`config.mk`:
```
export PLATFORM = sky130hd
export DESIGN_NAME = pong_engine
export DESIGN_NICKNAME = d
export VERILOG_FILES = /design/src/rtl/pong_pkg.sv /design/src/rtl/frame_tick.sv /design/src/rtl/pong_engine.sv
export SDC_FILE = /design/constraint.sdc
export NUM_CORES = 1
export LEC_CHECK = 0
export CAP_MARGIN = 20
export CELL_PAD_IN_SITES_DETAIL_PLACEMENT = 0
export CELL_PAD_IN_SITES_GLOBAL_PLACEMENT = 1
export CORE_ASPECT_RATIO = 0.9
export CORE_MARGIN = 3
export CORE_UTILIZATION = 30
export CTS_CLUSTER_SIZE = 30
export DETAILED_ROUTE_END_ITERATION = 7
export DONT_BUFFER_PORTS = 1
export PLACE_DENSITY = 0.63
export SYNTH_ARGS = -nofsm -noshare
export SYNTH_HDL_FRONTEND = slang
export SYNTH_SLANG_ARGS = --single-unit
```
`constraint.sdc`:
```
create_clock -name clk -period 9.7 [get_ports clk]
set_input_delay 0.485 -clock clk [delete_from_list [all_inputs] [get_ports clk]]
set_output_delay 0.485 -clock clk [all_outputs]
set_load 0.02 [all_outputs]
```
`src/rtl/pong_pkg.sv`:
```
// State encoding and pixel colours shared by the pong engine.
package pong_pkg;

  typedef enum logic [2:0] {
    WAIT,
    ERASE_BALL,
    ERASE_PADDLE,
    UPDATE,
    DRAW_BALL,
    DRAW_PADDLE,
    OVER
  } state_t;

  localparam logic [2:0] COL_BG     = 3'b000;
  localparam logic [2:0] COL_BALL   = 3'b111;
  localparam logic [2:0] COL_PADDLE = 3'b010;

endpackage

```
`src/rtl/frame_tick.sv`:
```
// Free-running frame divider: tick is high for one cycle every FRAME_DIV clocks.
module frame_tick #(
  parameter int FRAME_DIV = 833333
) (
  input  logic clk,
  input  logic resetn,
  output logic tick
);

  localparam int CW = (FRAME_DIV > 1) ? $clog2(FRAME_DIV) : 1;

  logic [CW-1:0] cnt_q, cnt_d;

  assign tick = (cnt_q == CW'(FRAME_DIV - 1));

  always_comb begin
    cnt_d = tick ? '0 : cnt_q + CW'(1);
  end

  always_ff @(posedge clk or negedge resetn) begin
    if (!resetn) cnt_q <= '0;
    else         cnt_q <= cnt_d;
  end

endmodule

```
`src/rtl/pong_engine.sv`:
```
// Single-player pong engine: erase, update and redraw of ball and paddle on each accepted frame tick.
// Pixel outputs are computed from next-state so plot/x/y/colour line up with the pixel states.
module pong_engine
  import pong_pkg::*;
#(
  parameter int SCREEN_W  = 160,
  parameter int SCREEN_H  = 120,
  parameter int BALL_SIZE = 2,
  parameter int PADDLE_W  = 16,
  parameter int PADDLE_Y  = 110,
  parameter int FRAME_DIV = 833333,
  parameter int LIVES     = 3,
  parameter int SCORE_W   = 8
) (
  input  logic                         clk,
  input  logic                         resetn,
  input  logic                         left,
  input  logic                         right,
  input  logic                         pause,
  output logic [$clog2(SCREEN_W)-1:0]  x,
  output logic [$clog2(SCREEN_H)-1:0]  y,
  output logic [2:0]                   colour,
  output logic                         plot,
  output logic [SCORE_W-1:0]           score,
  output logic [$clog2(LIVES+1)-1:0]   lives,
  output logic                         game_over,
  output logic                         frame_overrun
);

  localparam int XW   = $clog2(SCREEN_W);
  localparam int YW   = $clog2(SCREEN_H);
  localparam int LW   = $clog2(LIVES + 1);
  localparam int CMAX = (PADDLE_W > BALL_SIZE) ? PADDLE_W : BALL_SIZE;
  localparam int CW   = $clog2(CMAX) + 1;
  localparam int BX0  = (SCREEN_W - BALL_SIZE) / 2;
  localparam int BY0  = PADDLE_Y / 2;
  localparam int PX0  = (SCREEN_W - PADDLE_W) / 2;

  state_t          state_q, state_d;
  logic [CW-1:0]   dx_q, dx_d, dy_q, dy_d;
  logic [XW-1:0]   bx_q, bx_d, px_q, px_d, x_q, x_d;
  logic [YW-1:0]   by_q, by_d, y_q, y_d;
  logic            dir_r_q, dir_r_d, dir_d_q, dir_d_d;
  logic [SCORE_W-1:0] score_q, score_d;
  logic [LW-1:0]   lives_q, lives_d;
  logic            over_q, over_d, plot_q, plot_d, ovr_q, ovr_d;
  logic [2:0]      colour_q, colour_d;
  logic            tick, ball_last, pad_last, nr, nd, hit, miss;

  frame_tick #(.FRAME_DIV(FRAME_DIV)) u_tick (
    .clk    (clk),
    .resetn (resetn),
    .tick   (tick)
  );

  always_comb begin
    state_d  = state_q;
    dx_d     = dx_q;
    dy_d     = dy_q;
    bx_d     = bx_q;
    by_d     = by_q;
    px_d     = px_q;
    dir_r_d  = dir_r_q;
    dir_d_d  = dir_d_q;
    score_d  = score_q;
    lives_d  = lives_q;
    over_d   = over_q;
    x_d      = x_q;
    y_d      = y_q;
    colour_d = colour_q;
    plot_d   = 1'b0;
    nr       = dir_r_q;
    nd       = dir_d_q;
    hit      = 1'b0;
    miss     = 1'b0;
    ovr_d    = tick && (state_q != WAIT) && (state_q != OVER);
    ball_last = (int'(dx_q) == BALL_SIZE - 1) && (int'(dy_q) == BALL_SIZE - 1);
    pad_last  = (int'(dx_q) == PADDLE_W - 1);

    case (state_q)
      WAIT: begin
        if (tick && !pause) begin
          state_d = ERASE_BALL;
          dx_d    = '0;
          dy_d    = '0;
        end
      end
      // plot_q low inside a pixel state only right after reset: emit pixel (0,0) first
      ERASE_BALL, DRAW_BALL: begin
        if (plot_q) begin
          if (ball_last) begin
            state_d = (state_q == ERASE_BALL) ? ERASE_PADDLE : DRAW_PADDLE;
            dx_d    = '0;
            dy_d    = '0;
          end else if (int'(dx_q) == BALL_SIZE - 1) begin
            dx_d = '0;
            dy_d = dy_q + CW'(1);
          end else begin
            dx_d = dx_q + CW'(1);
          end
        end
      end
      ERASE_PADDLE, DRAW_PADDLE: begin
        if (plot_q) begin
          if (pad_last) begin
            dx_d = '0;
            if (state_q == ERASE_PADDLE) state_d = UPDATE;
            else                         state_d = over_q ? OVER : WAIT;
          end else begin
            dx_d = dx_q + CW'(1);
          end
        end
      end
      UPDATE: begin
        if (left && !right && px_q != '0)
          px_d = px_q - XW'(1);
        else if (right && !left && int'(px_q) < SCREEN_W - PADDLE_W)
          px_d = px_q + XW'(1);
        if (!dir_r_q && bx_q == '0)                           nr = 1'b1;
        if (dir_r_q && int'(bx_q) == SCREEN_W - BALL_SIZE)    nr = 1'b0;
        if (!dir_d_q && by_q == '0)                           nd = 1'b1;
        hit  = dir_d_q && (int'(by_q) + BALL_SIZE == PADDLE_Y) &&
               (int'(bx_q) + BALL_SIZE - 1 >= int'(px_q)) &&
               (int'(bx_q) <= int'(px_q) + PADDLE_W - 1);
        miss = dir_d_q && (int'(by_q) + BALL_SIZE == SCREEN_H);
        if (hit) begin
          nd = 1'b0;
          if (score_q != '1) score_d = score_q + SCORE_W'(1);
        end
        if (miss) begin
          if (lives_q != '0)        lives_d = lives_q - LW'(1);
          if (lives_q == LW'(1))    over_d  = 1'b1;
          bx_d    = XW'(BX0);
          by_d    = YW'(BY0);
          dir_r_d = 1'b1;
          dir_d_d = 1'b1;
        end else begin
          dir_r_d = nr;
          dir_d_d = nd;
          bx_d    = nr ? bx_q + XW'(1) : bx_q - XW'(1);
          by_d    = nd ? by_q + YW'(1) : by_q - YW'(1);
        end
        state_d = over_d ? DRAW_PADDLE : DRAW_BALL;
        dx_d    = '0;
        dy_d    = '0;
      end
      default: ;
    endcase

    case (state_d)
      ERASE_BALL, DRAW_BALL: begin
        plot_d   = 1'b1;
        x_d      = XW'(int'(bx_d) + int'(dx_d));
        y_d      = YW'(int'(by_d) + int'(dy_d));
        colour_d = (state_d == DRAW_BALL) ? COL_BALL : COL_BG;
      end
      ERASE_PADDLE, DRAW_PADDLE: begin
        plot_d   = 1'b1;
        x_d      = XW'(int'(px_d) + int'(dx_d));
        y_d      = YW'(PADDLE_Y);
        colour_d = (state_d == DRAW_PADDLE) ? COL_PADDLE : COL_BG;
      end
      default: ;
    endcase
  end

  always_ff @(posedge clk or negedge resetn) begin
    if (!resetn) begin
      state_q  <= DRAW_BALL;
      dx_q     <= '0;
      dy_q     <= '0;
      bx_q     <= XW'(BX0);
      by_q     <= YW'(BY0);
      px_q     <= XW'(PX0);
      dir_r_q  <= 1'b1;
      dir_d_q  <= 1'b1;
      score_q  <= '0;
      lives_q  <= LW'(LIVES);
      over_q   <= 1'b0;
      x_q      <= '0;
      y_q      <= '0;
      colour_q <= COL_BG;
      plot_q   <= 1'b0;
      ovr_q    <= 1'b0;
    end else begin
      state_q  <= state_d;
      dx_q     <= dx_d;
      dy_q     <= dy_d;
      bx_q     <= bx_d;
      by_q     <= by_d;
      px_q     <= px_d;
      dir_r_q  <= dir_r_d;
      dir_d_q  <= dir_d_d;
      score_q  <= score_d;
      lives_q  <= lives_d;
      over_q   <= over_d;
      x_q      <= x_d;
      y_q      <= y_d;
      colour_q <= colour_d;
      plot_q   <= plot_d;
      ovr_q    <= ovr_d;
    end
  end

  assign x             = x_q;
  assign y             = y_q;
  assign colour        = colour_q;
  assign plot          = plot_q;
  assign score         = score_q;
  assign lives         = lives_q;
  assign game_over     = over_q;
  assign frame_overrun = ovr_q;

endmodule

```
Word-level counts from Yosys, hierarchy flattened
Cells that the tools add are included.
{"block": "totals", "reg_bits": 89, "inputBits": 5, "out_inout_bits": 31, "word_cells": 141}
{"block": "op_classes", "add_sub_neg": 19, "n_lt_le_gt_ge": 3, "reduce_logical": 34, "muxes": 49, "n_eq_ne": 19}
{"operator": "5-bit 2-to-1 mux", "count": 10}
{"operator": "8-bit 2-to-1 mux", "count": 6}
{"operator": "32-bit by 8-bit == test with 1-bit output (second input constant)", "count": 1}
{"operator": "3-bit 2-to-1 mux", "count": 9}
{"operator": "8-bit by 1-bit adder with 8-bit output (second input constant)", "count": 3}
{"operator": "7-bit 2-to-1 mux", "count": 3}
{"operator": "20-bit by 1-bit adder with 20-bit output (second input constant)", "count": 1}
{"operator": "20-bit == test (second input constant)", "count": 1}
{"operator": "20-bit 2-to-1 mux", "count": 1}
{"operator": "5-bit case mux with 4 select lines", "count": 1}
{"operator": "9-bit by 1-bit subtractor with 10-bit output (second input constant)", "count": 2}
{"operator": "8-bit by 5-bit adder with 8-bit output", "count": 2}
{"operator": "8-bit case mux with 2 select lines", "count": 1}
{"operator": "8-bit by 1-bit subtractor with 8-bit output (second input constant)", "count": 2}
{"operator": "1-bit logical AND", "count": 15}
{"operator": "5-bit case mux with 3 select lines", "count": 1}
{"operator": "7-bit case mux with 2 select lines", "count": 1}
{"operator": "1-bit 2-to-1 mux", "count": 13}
{"operator": "3-bit == test (second input constant)", "count": 4}
{"operator": "3-bit case mux with 4 select lines", "count": 1}
{"operator": "5-bit by 1-bit adder with 5-bit output (second input constant)", "count": 2}
{"operator": "5-bit by 2-bit == test with 1-bit output (second input constant)", "count": 2}
{"operator": "10-bit by 9-bit >= comparator with 1-bit output", "count": 1}
{"operator": "9-bit by 10-bit <= comparator with 1-bit output", "count": 1}
{"operator": "28 further kinds", "count": 40}

Logic depth before layout (Yosys ltp)
Gate-level depths: netlist of run 1.
{"block": "depth", "depth_word": 12, "ltp_mapped": 25, "mapped_depth_nobuf": 25}

Cells and area by module
Synthesis of run 1 repeated with hierarchy kept, for this count alone.
{"block": "unflattened", "hier_cells": 698, "hier_area_um2": 6328.6}
{"module": "pong_engine", "area_each_um2": 5301.3, "instances": 1, "cells_per_inst": 600}
{"module": "frame_tick", "area_each_um2": 1027.2, "instances": 1, "cells_per_inst": 98}

Least setup slack after synthesis of run 1
Ideal clock, no wire load.
{"block": "synth_timing", "kind": "register to register", "from": "reg bx_q[2]", "to": "reg y_q[6] (netlist: y[6])", "path_stages_with_launch": 24, "arrival_time_ps": 4414, "setup_ps": 128, "period_less_slack_ps": 4542, "path_buffers": 1, "setup_slack_ps": 5158, "path_cell_list": "dfstp_2 -> clkbuf_1 -> nand3_1 -> nor2_1 -> xor2_1 -> ha_1 -> a21o_1 -> a221oi_1 -> o21ai_0 -> a21boi_0 -> o32ai_2 -> ha_1 -> a21o_1 -> a21oi_1 -> xnor2_1 -> o31ai_1 -> ha_1 -> inv_1 -> nor2_1 -> nor2_1 -> nor2b_1 -> o21ai_0 -> and4_1 -> a211oi_1"}
{"block": "synth_via", "elab_chain_len": 12}
{"item": "from (decl)", "line": "pong_engine.sv:41", "rtl": "logic [XW-1:0] bx_q, bx_d, px_q, px_d, x_q, x_d;"}
{"item": "from (signal assigned)", "line": "pong_engine.sv:172", "rtl": "bx_q <= XW'(BX0);"}
{"item": "8-bit by 2-bit adder with 9-bit output", "line": "pong_engine.sv:123", "rtl": "(int'(bx_q) + BALL_SIZE - 1 >= int'(px_q)) &&"}
{"item": "9-bit by 1-bit subtractor with 10-bit output", "line": "pong_engine.sv:123"}
{"item": "10-bit by 9-bit >= comparator with 1-bit output", "line": "pong_engine.sv:123"}
{"item": "1-bit logical AND", "line": "pong_engine.sv:122", "rtl": "hit = dir_d_q && (int'(by_q) + BALL_SIZE == PADDLE_Y) &&"}
{"item": "1-bit logical AND (*)", "line": "pong_engine.sv:123"}
{"item": "1-bit 2-to-1 mux (*)", "line": "pong_engine.sv:126", "rtl": "if (hit) begin"}
{"item": "1-bit 2-to-1 mux (*)", "line": "pong_engine.sv:80", "rtl": "case (state_q)"}
{"item": "7-bit 2-to-1 mux (*)", "line": "pong_engine.sv:141", "rtl": "by_d = nd ? by_q + YW'(1) : by_q - YW'(1);"}
{"item": "7-bit 2-to-1 mux (*)", "line": "pong_engine.sv:130", "rtl": "if (miss) begin"}
{"item": "7-bit 2-to-1 mux (*)", "line": "pong_engine.sv:80"}
{"item": "net by_d[3]", "line": "pong_engine.sv:42", "rtl": "logic [YW-1:0] by_q, by_d, y_q, y_d;"}
{"item": "7-bit by 5-bit adder with 7-bit output (*)", "line": "pong_engine.sv:154", "rtl": "y_d = YW'(int'(by_d) + int'(dy_d));"}
{"item": "7-bit case mux with 2 select lines (*)", "line": "pong_engine.sv:150", "rtl": "case (state_d)"}
{"item": "to (signal assigned)", "line": "pong_engine.sv:198", "rtl": "y_q <= y_d;"}
{"item": "to (decl)", "line": "pong_engine.sv:42"}
Mark *: on every way through the listed nets, which the timed path passes. The rest lies on a longest branch. The select of a mux whose other input is x is not followed.
A chain may end at the register's enable or synchronous reset.

Worst setup path in the final report of run 1
{"block": "layout_timing", "from": "reg px_q[1]", "to": "reg y_q[6] (netlist: y[6])"}
{"block": "layout_via", "elab_chain_len": 11}
{"item": "from (decl)", "line": "pong_engine.sv:41"}
{"item": "from (signal assigned)", "line": "pong_engine.sv:174", "rtl": "px_q <= XW'(PX0);"}
{"item": "from (signal assigned)", "line": "pong_engine.sv:191", "rtl": "px_q <= px_d;"}
{"item": "8-bit by 5-bit adder with 9-bit output", "line": "pong_engine.sv:124", "rtl": "(int'(bx_q) <= int'(px_q) + PADDLE_W - 1);"}
{"item": "9-bit by 1-bit subtractor with 10-bit output", "line": "pong_engine.sv:124"}
{"item": "9-bit by 10-bit <= comparator with 1-bit output", "line": "pong_engine.sv:124"}
{"item": "1-bit logical AND (*)", "line": "pong_engine.sv:123"}
{"item": "1-bit 2-to-1 mux (*)", "line": "pong_engine.sv:126"}
{"item": "1-bit 2-to-1 mux (*)", "line": "pong_engine.sv:80"}
{"item": "7-bit 2-to-1 mux (*)", "line": "pong_engine.sv:141"}
{"item": "7-bit 2-to-1 mux (*)", "line": "pong_engine.sv:130"}
{"item": "7-bit 2-to-1 mux (*)", "line": "pong_engine.sv:80"}
{"item": "net by_d[3]", "line": "pong_engine.sv:42"}
{"item": "7-bit by 5-bit adder with 7-bit output (*)", "line": "pong_engine.sv:154"}
{"item": "7-bit case mux with 2 select lines (*)", "line": "pong_engine.sv:150"}
Marked as above.

==> results of run 1 <==
## power by group
group          internal [mW]  switching (mW)
combinational        0.00741          0.0150
clock                  0.184           0.166
sequential             0.369         0.00428
## flip-flops by register name, summed over array words and instances (netlist names), 2 cells and up
| signal | count |
|---|---|
| u_tick.cnt_q | 20 |
| bx_q | 8 |
| px_q | 8 |
| score | 8 |
| x | 8 |
| by_q | 7 |
| y | 7 |
| dx_q | 5 |
| dy_q | 5 |
| state_q | 3 |
| colour | 2 |
| lives | 2 |
## how the worst min path moves through the flow
| stage | start | slack [ns] | endpoint | depth (start not counted) |
|---|---|---|---|---|
| after detailed placement | resetn | 0.19 | score[3]$_DFFE_PN0P_ | 0 |
| final | resetn | 0.03 | score[6]$_DFFE_PN0P_ | 1 |
| after global routing | resetn | 0.06 | score[6]$_DFFE_PN0P_ | 1 |
| after global placement | resetn | 0.19 | score[0]$_DFFE_PN0P_ | 0 |
| after floorplan | resetn | 0.19 | bx_q[4]$_DFF_PN0_ | 0 |
| after CTS | resetn | 0.05 | score[0]$_DFFE_PN0P_ | 1 |
## cell type report
cell class                 count  area, µm²
multi-input combinational    543       3820
clock buffer                  10        239
inverter                      39        146
sequential                    88       2220
clock inverter                 6       47.5
tap                          280        350
fill                        2077      13400
timing repair buffer           2       38.8
## cell families after synthesis
family,share of synthesized area (%)
DFF,35.4
buffers and inverters,3.76
AOI/OAI and AO/OA,15.5
adders and majority gates,12.2
xor gates and xnor gates,10.9
muxes,2.89
and+or+nand+nor,19.4
## through the flow
stage / hold slack (ns) / setup slack [ns] / power, mW
after detailed placement: 0.192 / 4.30 / 0.394
final: 0.0251 / 4.21 / 0.746
after CTS: 0.0532 / 4.26 / 0.756
after floorplan: 0.189 / 5.16 / 0.390
after global placement: 0.193 / 4.30 / 0.394
after global routing: 0.0586 / 3.75 / 0.771
## cell usage after synthesis, types with 2 or more instances
cell type  number  share of area [%]
dfrtp_1        71                 28
nor2_1         68                4.1
ha_1           55                 11
nand2_1        54                3.2
xnor2_1        48                6.7
a21oi_1        41                3.3
inv_1          38                2.3
nand3_1        34                2.7
xor2_1         28                3.9
o21ai_0        27                2.2
nor3_1         20                1.6
dfstp_2        17                7.1
clkbuf_1       16               0.96
a31oi_1        11                1.1
and3_1         10                1.0
a21o_1          9                1.1
mux2_2          9                1.6
nand4_1         9               0.90
mux2i_1         8                1.3
and2_1          6               0.60
nor2b_1         6               0.60
nor4_1          6               0.60
o211ai_1        6               0.72
o31ai_1         6               0.72
a22oi_1         5               0.60
nand2b_1        5               0.50
o21bai_1        5               0.60
a21boi_0        4               0.48
fa_1            4                1.3
o22ai_1         4               0.40
or3_1           4               0.40
a211oi_1        3               0.36
a41oi_1         3               0.42
buf_2           3               0.24
nor4b_1         3               0.42
o21a_1          3               0.36
or2_2           3               0.30
a22o_1          2               0.28
a31oi_4         2               0.68
buf_1           2               0.12
nand3b_1        2               0.24
o21ai_1         2               0.16
o31a_1          2               0.28
o41ai_1         2               0.28
or4_1           2               0.24
## layer usage
metal,vias up,wire length (µm),part of all wire (%)
li1,2439,-,-
met1,2424,7990,50
met2,80,7070,44
met3,23,525,3.3
met4,0,312,2.0
met5,-,0,0
## repair_timing
action                     4_1_cts  5_1_grt
setup endpoints to repair        0        0
hold endpoints to repair        88        0
hold buffers                     1        0
==> impl_metrics.csv, run 1 <==
group,metric,value,unit
status,run_status,"finished clean",
die,placeableCoreArea,20300,µm²
setup_path,criticalPathCategory,"reg -> reg",
cts,worst_skew_pair.late_latency,0.36,ns
setup_path,worst_r2r_startpoint,"px_q[1]$_DFF_PN0_",
cts,buffer_levels_on_the_longest_clock_path,2,
synth,ys_seq_elements,88,
setup_path,crit_path_start,"px_q[1]$_DFF_PN0_",
cts,cts_root_buf,"clkbuf_16",
timing,report.final.slew_viol_count,0,
setup_path,crit_required,9.96,ns
placement,io_buffer_count,0,
die,top_level_ports,36,
setup_path,crit_path_max_incr_delay,0.67,ns
cts,maximum_level_of_the_cts_h_tree,3,
layout,insertedDiodeCount,0,
routing,remaining_drc_errors,0,
timing,setup_tns,0,ns
die,initial_utilization,31.0,%
layout,design_area,6870,µm²
die,die_area,22700,µm²
routing,routed_wirelength,15900,µm
setup_path,critPathBufInv,2,
timing,tightestPinTransition,0.925,ns
synth,post_synth.cell_area_avg,9.08,µm²
setup_path,reg2reg_setup_slack,4.21,ns
worst_hold_path,hold_path_class,"in -> async",
grt,globalRouteTotalUtil,14.4,%
die,die_w,159,µm
setup_path,crit-reg2reg-capture,"y[6]$_DFFE_PN0P_",
cts,postCtsSetupRepairBufs,0,
setup_path,cp_num_cells,24,
synth,count_of_distinct_cell_types_in_the_synthesized_netlist,69,
cts,cts_inserted_buffers,9,
grt,first_global_vias,4867,
placement,dp_hpwl,11900,µm
power,static-leakage-power,2.93,nW
synth,ys_async_sr_fraction,100,%
timing,finalHoldViolations,0,
setup_path,critical_path.startpoint_type,"flip-flop",
timing,final-setup-viol-count,0,
grt,grtUsageMet3,2.26,%
routing,detail-route-antenna-nets,0,
cts,cts.reportedPaths.clkPinSlew,0.07,ns
power,powerDensity,109,nW/µm²
synth,synthesis.instances,692,
die,chipHeight,143,µm
timing,worst_clock_skew,0.00812,ns
grt,grt_util_met1,20.7,%
grt,use_met2,22.0,%
routing,detail_route.vias_per_cell,5.13,
grt,grt_overflow_total,0,
flow_run,drv_cap,0,
grt,grt_pass1_wl,25900,µm
placement,place_area,6550,µm²
setup_path,cp.arrival,5.75,ns
timing,period_share,56.6,%
setup_path,crit_path_top_delay_cell,"o32ai_2",
layout,final_core_utilization,33.9,%
setup_path,worst_setup_path_endpoint,"y[6]$_DFFE_PN0P_",
synth,synth_edf_count,0,
synth,synthesis.yosys.warnings,0,
routing,wire_per_inst,16.4,µm
setup_path,worst-path-max-fanout,8,
layout,finish.cell_count_without_fillers,968,
layout,layout_commonest_cell,"dfrtp_1",
layout,mostFrequentLayoutCells,"71 x dfrtp_1, 68 x nor2_1, 55 x ha_1, 54 x nand2_1, 48 x xnor2_1",
timing,max_clock_freq,182,MHz
timing,min_period,5.49,ns
routing,vias,4966,
timing,max_slew_margin,37.7,%
grt,antenna_violations_before_repair,0,
synth,synth_fp_nets,756,
cts,number_of_gates_given_a_new_drive_strength_after_cts,0,
power,ir_worst_vdd,0.0000847,V
synth,ys_seq_area_share,35.4,%
routing,dr.first_iter.drc_count,258,
setup_path,worst_path_top_cell_family_by_delay,"compound AO/OA/AOI/OAI gates",
synth,mappedNetlistArea,6280,µm²
grt,grt_start_max_net_pins,89,
cts,cts.sink_count,88,
placement,gp_congestion,0.881,
die,floorplan.rows,49,
setup_path,worst-r2r-cell-count,24,
setup_path,critPathMostFrequentCell,"ha_1",
layout,synthToLayoutAreaGrowth,9.32,%
layout,final_layout_net_count,747,
placement,numPlacedInstances,950,
cts,tritoncts,"yes",
timing,unrepaired_setup_endpoints_after_global_routing,"no",
layout,drive_above_1_share,9.01,%
routing,dr.pass1.iters,5,
setup_path,capturing_element_type_of_the_critical_path,"flip-flop",
setup_path,path_cells,"inv_1 -> ha_1 -> nand2_1 -> nand3_1 -> xnor2_1 -> ha_1 -> o21a_1 -> o22ai_1 -> a31oi_1 -> a21boi_0 -> o32ai_2 -> ha_1 -> a21o_1 -> a21oi_1 -> xnor2_1 -> o31ai_1 -> ha_1 -> inv_1 -> nor2_1 -> nor2_1 -> nor2b_1 -> o21ai_0 -> nor3_1 -> a211oi_1",
grt,gr-max-usage-layer,"met2",
synth,dominant_register_cell_in_the_synthesized_netlist,"dfrtp_1",
Power figures use the tool's default switching activity.
==> run 2: changes to the inputs <==
Settings changed: PLACE_DENSITY 0.63 to 0.65.
Clock period 9.7 ns to 4.4 ns, I/O delays scaled along.
==> run 2 against run 1 <==
Effect of this change: the flow now finishes with violations (setup timing); die area unchanged; register-to-register slack lost 4.2 ns; via count increased by 9.7%; power rose by 120%; critical path type unchanged; routed wire length grew 11%; hold slack better by 0.43 ns; clock-buffer cell count shrank 1; sequential cell count is the same; setup slack got worse by 4.2 ns.
==> impl_metrics.csv, run 2 (synthesis results as in run 1) <==
group,metric,value,unit
worst_hold_path,hold_path_class,"in -> async",
layout,final_layout_net_count,871,
timing,report.final.slew_viol_count,0,
layout,insertedDiodeCount,0,
layout,final.fill_count,1934,
cts,maximum_level_of_the_cts_h_tree,3,
layout,max_reg_flops,20,
grt,grt_overflow_total,0,
layout,registers.top_by_ff_count,"u_tick.cnt_q",
routing,remaining_drc_errors,0,
die,chipHeight,143,µm
timing,unrepaired_setup_endpoints_after_global_routing,"yes",
grt,antenna_violations_before_repair,0,
timing,finalHoldViolations,0,
placement,place_area,7290,µm²
layout,drive_above_1_share,31.7,%
cts,buffer_levels_on_the_longest_clock_path,2,
grt,globalRouteTotalUtil,15.6,%
placement,dp_hpwl,12700,µm
grt,grt_start_max_net_pins,89,
die,placeableCoreArea,20300,µm²
routing,detail_route.vias_per_cell,4.99,
power,ir_worst_vdd,0.000216,V
cts,worst_skew_pair.late_latency,0.35,ns
layout,mostFrequentLayoutCells,"115 x buf_4, 71 x dfrtp_1, 65 x nor2_1, 51 x nand2_1, 45 x xnor2_1",
layout,multiInputGateArea,4310,µm²
layout,design_area,8320,µm²
routing,vias,5447,
routing,dr.pass1.iters,5,
power,static-leakage-power,3.59,nW
cts,cts.sink_count,88,
timing,max_slew_margin,27.0,%
routing,detail-route-antenna-nets,0,
status,violations,"setup timing",
timing,min_period,4.43,ns
setup_path,crit_required,4.62,ns
cts,cts_root_buf,"clkbuf_16",
cts,cts_inserted_buffers,9,
placement,io_buffer_count,0,
cts,cts.reportedPaths.clkPinSlew,0.08,ns
die,floorplan.rows,49,
timing,max_clock_freq,225,MHz
die,top_level_ports,36,
setup_path,crit_path_top_delay_cell,"dfstp_2",
die,initial_utilization,31.0,%
layout,layout.area.seq,2220,µm²
grt,first_global_vias,5390,
layout,synthToLayoutAreaGrowth,32.4,%
setup_path,critPathBufInv,4,
setup_path,worst_path_top_cell_family_by_delay,"compound AO/OA/AOI/OAI gates",
die,die_w,159,µm
routing,wire_per_inst,16.2,µm
status,run_status,"finished with violations",
grt,grt_pass1_wl,28200,µm
routing,dr.first_iter.drc_count,313,
setup_path,critPathMostFrequentCell,"ha_1",
setup_path,criticalPathCategory,"reg -> reg",
setup_path,reg2reg_setup_slack,-0.03,ns
power,powerDensity,199,nW/µm²
setup_path,worst-path-max-fanout,4,
timing,tightestPinTransition,1.09,ns
routing,routed_wirelength,17700,µm
cts,tritoncts,"yes",
setup_path,cp.arrival,4.65,ns
flow_run,drv_cap,0,
die,die_area,22700,µm²
setup_path,critical_path.startpoint_type,"flip-flop",
timing,worst_clock_skew,0.0143,ns
setup_path,crit_path_max_incr_delay,0.58,ns
timing,final-setup-viol-count,2,
power,totalPowerFinal,1.65,mW
setup_path,capturing_element_type_of_the_critical_path,"flip-flop",
layout,layout_commonest_cell,"buf_4",
setup_path,path_cells,"ha_4 -> buf_6 -> nand3_2 -> xnor2_1 -> ha_1 -> and3_4 -> a221oi_2 -> o21ai_1 -> a21boi_2 -> o32ai_4 -> ha_1 -> a21o_1 -> a21oi_2 -> xnor2_1 -> o31ai_2 -> ha_1 -> inv_2 -> buf_4 -> buf_6 -> o21bai_1 -> a21oi_1 -> xor2_1 -> a21oi_1",
timing,period_share,101,%
placement,gp_congestion,0.837,
timing,setup_ws,-0.0349,ns
## run 2: worst paths after layout
path / cells after the start / to / from
setup / recovery: 23 / y[5]$_DFFE_PN0P_ / bx_q[1]$_DFF_PN1_
setup reg to reg: 23 / y[5]$_DFFE_PN0P_ / bx_q[1]$_DFF_PN1_
max in group asynchronous: 2 / dir_r_q$_DFFE_PN1N_ / resetn
hold reg to reg: 1 / u_tick.cnt_q[0]$_DFF_PN0_ / u_tick.cnt_q[0]$_DFF_PN0_
hold / removal: 2 / u_tick.cnt_q[11]$_DFF_PN0_ / resetn
min in group clk: 5 / px_q[3]$_DFF_PN1_ / left
## run 2: per-stage QoR
stage	setup slack, ns	TNS (ns)	utilization [%]	hold WS (ns)	instances
after CTS	-0.0242	-0.0242	38.5	0.420	1075
after floorplan	-0.00117	-0.00117	-	-0.0756	692
after global placement	-0.112	-0.256	35.9	-0.0729	1045
after global routing	-0.379	-1.27	41.0	0.500	1092
after detailed placement	-0.279	-0.853	35.9	-0.0731	1045
final	-0.0349	-0.0665	41.0	0.459	1092
## run 2: final cells by class
class	count	area share (%)
Sequential cell	88	26.7
Timing Repair Buffer	126	12.0
Tap cell	280	4.21
Clock buffer	9	2.71
Clock inverter	7	0.722
Inverter	39	1.79
Multi-Input combinational cell	543	51.8
## run 2: worst reg2reg max path, stage by stage, from the launching register on
cell and delay (ns):
dfstp_2 0.58, ha_4 0.17, buf_6 0.11, nand3_2 0.07
xnor2_1 0.13, ha_1 0.30, and3_4 0.19, a221oi_2 0.23
o21ai_1 0.12, a21boi_2 0.20, o32ai_4 0.14, ha_1 0.33
a21o_1 0.17, a21oi_2 0.18, xnor2_1 0.10, o31ai_2 0.29
ha_1 0.29, inv_2 0.06, buf_4 0.10, buf_6 0.09
o21bai_1 0.05, a21oi_1 0.15, xor2_1 0.17, a21oi_1 0.08
## run 2: layer usage
metal	wire, µm	track usage [%]	up-vias
met4	245	4.53	0
met2	8180	24.5	84
met3	722	2.92	13
met5	0	0	-
li1	-	-	2671
met1	8560	22.0	2679
## run 2: where the power goes
part           internal (mW)  leakage (nW)  switching, mW
registers              0.814          1.06        0.00716
clock network          0.395         0.136          0.375
logic                 0.0233          2.39         0.0382
total                   1.23          3.59          0.420
## run 2: what timing repair did
action / in CTS / in global routing
pin swaps: 20 / 54
setup buffers: 12 / 17
gates resized for setup: 24 / 76
hold buffers: 2 / 0
setup endpoints to repair: 7 / 8
hold endpoints to repair: 88 / 0
